==> config.mk <==
export PLATFORM = sky130hd
export DESIGN_NAME = qpix_readback_rx
export DESIGN_NICKNAME = d
export VERILOG_FILES = /design/src/rtl/qpix_readback_rx.sv
export SDC_FILE = /design/constraint.sdc
export NUM_CORES = 1
export LEC_CHECK = 0
export BUFFER_PORTS_ARGS = -buffer_cell sky130_fd_sc_hd__buf_4
export CAP_MARGIN = 30
export CORE_MARGIN = 5
export CORE_UTILIZATION = 25
export DETAILED_ROUTE_END_ITERATION = 10
export PLACE_DENSITY = 0.43
export SETUP_SLACK_MARGIN = 0.1
export SYNTH_ARGS = -nofsm -noshare
export SYNTH_HDL_FRONTEND = slang
export SYNTH_SLANG_ARGS = --single-unit
==> constraint.sdc <==
create_clock -name clk -period 2.1 [get_ports clk]
set_clock_uncertainty 0.2 [all_clocks]
set_input_delay 0.42 -clock clk [delete_from_list [all_inputs] [get_ports clk]]
set_output_delay 0.42 -clock clk [all_outputs]
set_load 0.05 [all_outputs]
==> src/rtl/qpix_readback_rx.sv <==
// qpix_readback_rx: read-back deserializer for the QPix serial configuration interface.
// Generates gated CLKin pulses from a flop, samples the synchronized ASIC sdo line at the end
// of each high phase and assembles an MSB-first word presented with a one-cycle valid strobe.
// Optional feature macro: READBACK_PARITY_EN (one extra pulse captures an even-parity bit and
// drives parity_err).
module qpix_readback_rx #(
    parameter int unsigned CLK_DIV = 25,
    parameter int unsigned NBITS   = 32
) (
    input  logic             clk,
    input  logic             rst_n,
    input  logic             start,
    input  logic             single,
    input  logic             abort,
    input  logic             cnt_mode,
    input  logic             sdo,
    output logic             clkin_out,
    output logic             cnt_sel_out,
    output logic             busy,
    output logic [NBITS-1:0] data_out,
    output logic             data_valid,
`ifdef READBACK_PARITY_EN
    output logic             parity_err,
`endif
    output logic [5:0]       bit_cnt
);

`ifdef READBACK_PARITY_EN
    localparam int unsigned NPULSE = NBITS + 1;
`else
    localparam int unsigned NPULSE = NBITS;
`endif
    localparam int unsigned CW = (CLK_DIV > 1) ? $clog2(CLK_DIV) : 1;
    localparam logic [CW-1:0] DivLast = CW'(CLK_DIV - 1);
    localparam logic [5:0] NPulse6 = 6'(NPULSE);

    typedef enum logic [1:0] {StIdle, StLow, StHigh, StDone} state_e;

    state_e            state_q, state_d;
    logic [CW-1:0]     div_cnt_q, div_cnt_d;
    logic              burst_q, burst_d;
    logic [5:0]        bit_cnt_q, bit_cnt_d;
    logic [NBITS-1:0]  shift_q, shift_d;
    logic [NBITS-1:0]  data_q, data_d;
    logic              dv_q, dv_d;
    logic              clkin_q;
    logic              cnt_sel_q;
    logic              start_q, single_q;
    logic              sdo_meta_q, sdo_sync_q;
`ifdef READBACK_PARITY_EN
    logic              par_q, par_d;
    logic              perr_q, perr_d;
`endif

    logic start_rise, single_rise, last_tick;

    assign start_rise  = start & ~start_q;
    assign single_rise = single & ~single_q;
    assign last_tick   = (div_cnt_q == DivLast);

    // Next-state: pulse sequencing, capture on the final high cycle, abort has top priority.
    always_comb begin
        state_d   = state_q;
        div_cnt_d = div_cnt_q;
        burst_d   = burst_q;
        bit_cnt_d = bit_cnt_q;
        shift_d   = shift_q;
        data_d    = data_q;
        dv_d      = 1'b0;
`ifdef READBACK_PARITY_EN
        par_d     = par_q;
        perr_d    = perr_q;
`endif
        if (abort) begin
            state_d   = StIdle;
            div_cnt_d = '0;
            burst_d   = 1'b0;
            bit_cnt_d = '0;
            shift_d   = '0;
        end else begin
            unique case (state_q)
                StIdle: begin
                    // start wins over a same-cycle single
                    if (start_rise) begin
                        state_d   = StLow;
                        burst_d   = 1'b1;
                        bit_cnt_d = '0;
                        div_cnt_d = '0;
                    end else if (single_rise) begin
                        state_d   = StLow;
                        burst_d   = 1'b0;
                        div_cnt_d = '0;
                    end
                end
                StLow: begin
                    if (last_tick) begin
                        state_d   = StHigh;
                        div_cnt_d = '0;
                    end else begin
                        div_cnt_d = div_cnt_q + CW'(1);
                    end
                end
                StHigh: begin
                    if (last_tick) begin
                        div_cnt_d = '0;
                        if (!burst_q) begin
                            state_d = StIdle;
                        end else begin
                            bit_cnt_d = bit_cnt_q + 6'd1;
`ifdef READBACK_PARITY_EN
                            // trailing pulse carries the parity bit, not data
                            if (bit_cnt_q == 6'(NBITS)) par_d = sdo_sync_q;
                            else shift_d = {shift_q[NBITS-2:0], sdo_sync_q};
`else
                            shift_d = {shift_q[NBITS-2:0], sdo_sync_q};
`endif
                            state_d = (bit_cnt_d == NPulse6) ? StDone : StLow;
                        end
                    end else begin
                        div_cnt_d = div_cnt_q + CW'(1);
                    end
                end
                StDone: begin
                    data_d  = shift_q;
                    dv_d    = 1'b1;
                    state_d = StIdle;
`ifdef READBACK_PARITY_EN
                    perr_d  = (^shift_q) ^ par_q;
`endif
                end
                default: state_d = StIdle;
            endcase
        end
    end

    // State and datapath registers; clkin_out is a pure flop output.
    always_ff @(posedge clk or negedge rst_n) begin
        if (!rst_n) begin
            state_q    <= StIdle;
            div_cnt_q  <= '0;
            burst_q    <= 1'b0;
            bit_cnt_q  <= '0;
            shift_q    <= '0;
            data_q     <= '0;
            dv_q       <= 1'b0;
            clkin_q    <= 1'b0;
            cnt_sel_q  <= 1'b0;
            start_q    <= 1'b0;
            single_q   <= 1'b0;
            sdo_meta_q <= 1'b0;
            sdo_sync_q <= 1'b0;
`ifdef READBACK_PARITY_EN
            par_q      <= 1'b0;
            perr_q     <= 1'b0;
`endif
        end else begin
            state_q    <= state_d;
            div_cnt_q  <= div_cnt_d;
            burst_q    <= burst_d;
            bit_cnt_q  <= bit_cnt_d;
            shift_q    <= shift_d;
            data_q     <= data_d;
            dv_q       <= dv_d;
            clkin_q    <= (state_d == StHigh);
            cnt_sel_q  <= cnt_mode;
            start_q    <= start;
            single_q   <= single;
            sdo_meta_q <= sdo;
            sdo_sync_q <= sdo_meta_q;
`ifdef READBACK_PARITY_EN
            par_q      <= par_d;
            perr_q     <= perr_d;
`endif
        end
    end

    assign clkin_out   = clkin_q;
    assign cnt_sel_out = cnt_sel_q;
    assign busy        = (state_q != StIdle);
    assign data_out    = data_q;
    assign data_valid  = dv_q;
    assign bit_cnt     = bit_cnt_q;
`ifdef READBACK_PARITY_EN
    assign parity_err  = perr_q;
`endif

endmodule

==> reports/qor.yml <==
drc: 0
antenna_found_initial: 0
cts_buffers: 9
layout_setup_ws_ps: 113
max_freq_ghz: 0.503
dpl_worst_slack_ps: 31.8
drt_iter0_markers: 152
syn-num-nets: 331
die_w_um: 130
routed_wl_mm: 7.88
grt_max_degree: 86
ioPinCount: 49
setup_viol_count_final: 0
tightest_slew_ps: 491
yosys.area_share.simple_pct: 14.4
worstSetupPathType: "reg -> out"
cts-root-buf: "clkbuf_16"
wl_per_cell_um: 13.9
slew-limit-headroom_pct: 67.3
dp_hpwl_mm: 5.01
final.period_utilization_pct: 94.6
syn2layout_area_growth_pct: 30.0
hold_class: "in -> reg"
p_leak_uw: 0.00219
grt_pass1_wl_mm: 12.7
crit_arrival_ps: 1370
nets: 396
std_cell_rows: 43
synth_top_area_cell: "dfrtp_1"
path_clk_slew_ps: 60
vias: 2467
dr.pass1.iters: 4
htree_levels: 3
dieArea_um2: 16900
core-area_um2: 14000
synth_seq_cells: 85
synth.cell_area_um2: 3600
path_cells: "inv_2 > ha_4 > clkinvlp_4 > buf_6"
total_power_uw: 3430
outcome: "finished, final reports clean"
synth-seq-area-share_pct: 59.1
synth_xor_area_share_pct: 0.973
synth.area.mux_share_pct: 10.6
place.gp.congestion: 0.710
clock_path_buffers: 2
cp.required_ps: 1480
busiest_layer: "met2"
yosysWarnings: 0
timing.hold.ws_ps: 19.1
drv_cap: 0
syn_avg_cell_area_um2: 11.4
min_period_ps: 1990
synthCells: 316
die_height_um: 130
grtUsageMet1_pct: 12.5
cp_max_fo: 6
fillers: 1429
finalHoldViolCount: 0
rsz0062_at_grt: "true"
grt_pass1_vias: 2490
yosys.area_share.adder_pct: 2.78
worst_path_largest_cell_delay_ps: 430
crit_slowest_cell: "dfrtp_1"
synth_area_leaders: "dfrtp_1 59%, mux2_2 10%, nand2_1 7.8%"
synth_top_family_by_area: "simple AND/OR/NAND/NOR gates"
max-vdd-ir-drop_mv: 0.509
finalMaxSlewViolations: 0
via_per_inst: 4.36
ant_nets: 0
initial_core_util_pct: 25.7
port_buffers: 48
grt_overflow: 0
met3_usage_pct: 4.38
antenna_cells: 0
synth_compound_area_share_pct: 9.52
p_per_area_nw_per_um2: 734
fin_area_um2: 4680
end_kind: "output pin"
yosysTopAreaCellShare_pct: 59.1
place_area_um2: 4220
clkSinkCount: 85
ys_types: 42
worstSetupStartpointType: "register"
drive_above_1_share_pct: 35.0
grt_usage_pct: 9.67
use_met2_pct: 14.5
cts_tree: "built"
clk_latency_ps: 340
fin_tns_setup_ps: 0
-- stage by stage --
stage               utilization (%)  cells
finish                         33.5    566
global route                   33.5    566
CTS                            32.7    557
detailed placement             30.1    536
global placement               30.1    536
floorplan                         -    316
-- layer usage --
layer / vias up / wire [um]
met3: 11 / 456
met1: 1193 / 3760
li1: 1210 / -
met2: 53 / 3550
met4: 0 / 116
met5: - / 0
-- worst max-delay path: cells and delay by family (launching register included) --
| kind | cells | cell delay (ps) |
|---|---|---|
| buffers and inverters | 3 | 410 |
| DFF | 1 | 430 |
| adders and majority gates | 1 | 190 |
-- final cells by class --
cell class | count | area, um^2 | area share, %
sequential | 85 | 2130 | 45.5
multi-input combinational | 209 | 1430 | 30.5
timing repair buffer | 70 | 576 | 12.3
clock buffer | 13 | 270 | 5.78
tap | 180 | 225 | 4.81
clock inverter | 3 | 26.3 | 0.561
inverter | 6 | 26.3 | 0.561
-- cell usage after synthesis (all sizes together) --
| library cell | n |
|---|---|
| dfrtp | 85 |
| nand2 | 75 |
| a21oi | 35 |
| mux2 | 33 |
| buf | 10 |
| ha | 8 |
| nand3 | 7 |
| clkbuf | 6 |
| inv | 6 |
| nor2 | 5 |
| o21ai | 5 |
| nand3b | 4 |
| a22o | 3 |
| nand2b | 3 |
| o31ai | 3 |
| xnor2 | 3 |
| a211oi | 2 |
| and2 | 2 |
| nand4b | 2 |
| nor2b | 2 |
| nor3 | 2 |
| o22ai | 2 |
| a2111oi | 1 |
| a2bb2oi | 1 |
| a31oi | 1 |
| and2b | 1 |
| and3 | 1 |
| and4b | 1 |
| mux2i | 1 |
| nor3b | 1 |
| o221ai | 1 |
| o41a | 1 |
| or2 | 1 |
| or4b | 1 |
| xor2 | 1 |
-- power breakdown --
group / total [uW] / internal, uW / switching [uW]
Sequential: 1660 / 1650 / 8.54
Clock: 1570 / 910 / 661
Combinational: 206 / 78.9 / 127
Total: 3430 / 2640 / 796
-- registers in the layout (all words and copies together) (netlist names) --
signal	count
data_out	32
shift_q	32
bit_cnt	6
div_cnt_q	5
state_q	2
burst_q	1
clkin_out	1
cnt_sel_out	1
data_valid	1
sdo_meta_q	1
sdo_sync_q	1
single_q	1
start_q	1
-- repair_timing --
action,CTS,global route
endpoints found under the hold margin,88,0
pin swaps,1,2
setup buffers,1,9
hold buffers,4,0
gates resized for setup,3,12
endpoints found under the setup margin,39,43
-- cell families (layout without fill, tap and decap cells) --
kind of cell               after synthesis  count (layout)
buffers and inverters                   22              92
adders and majority gates                8               8
and+or+nand+nor                        108             108
muxes                                   34              34
DFF                                     85              85
xor gates and xnor gates                 4               4
AOI/OAI and AO/OA                       55              55
-- cell usage in the layout, fill, tap and decap left out, types with 2 or more instances in the layout --
cell type	netlist	final
a211oi_1	2	2
a21oi_1	34	32
a21oi_2	1	2
a22o_1	3	3
and2_1	2	2
buf_12	0	2
buf_4	0	60
buf_6	0	4
clkbuf_16	0	9
clkbuf_8	0	3
dfrtp_1	85	83
dfrtp_2	0	2
dlygate4sd3_1	0	4
ha_1	8	5
ha_2	0	2
inv_1	6	3
inv_2	0	2
inv_6	0	2
mux2_2	33	33
nand2_1	75	74
nand3_1	7	7
nand3b_1	4	4
nor2_1	4	4
nor3_1	2	2
o21ai_1	4	4
o31ai_1	3	3
xnor2_1	3	3
-- final timing paths --
check	from	to	slack [ps]	cells past startpoint
setup / recovery	state_q[1]	busy	110	4
hold / removal	start	start_q	20	1
setup reg to reg	state_q[1]	div_cnt_q[2]	150	7
hold reg to reg	sdo_meta_q	sdo_sync_q	140	0
max in group asynchronous	rst_n	data_out[25]	870	3
min in group asynchronous	rst_n	div_cnt_q[0]	430	3
Note: power is estimated with default switching activity, not from simulation.
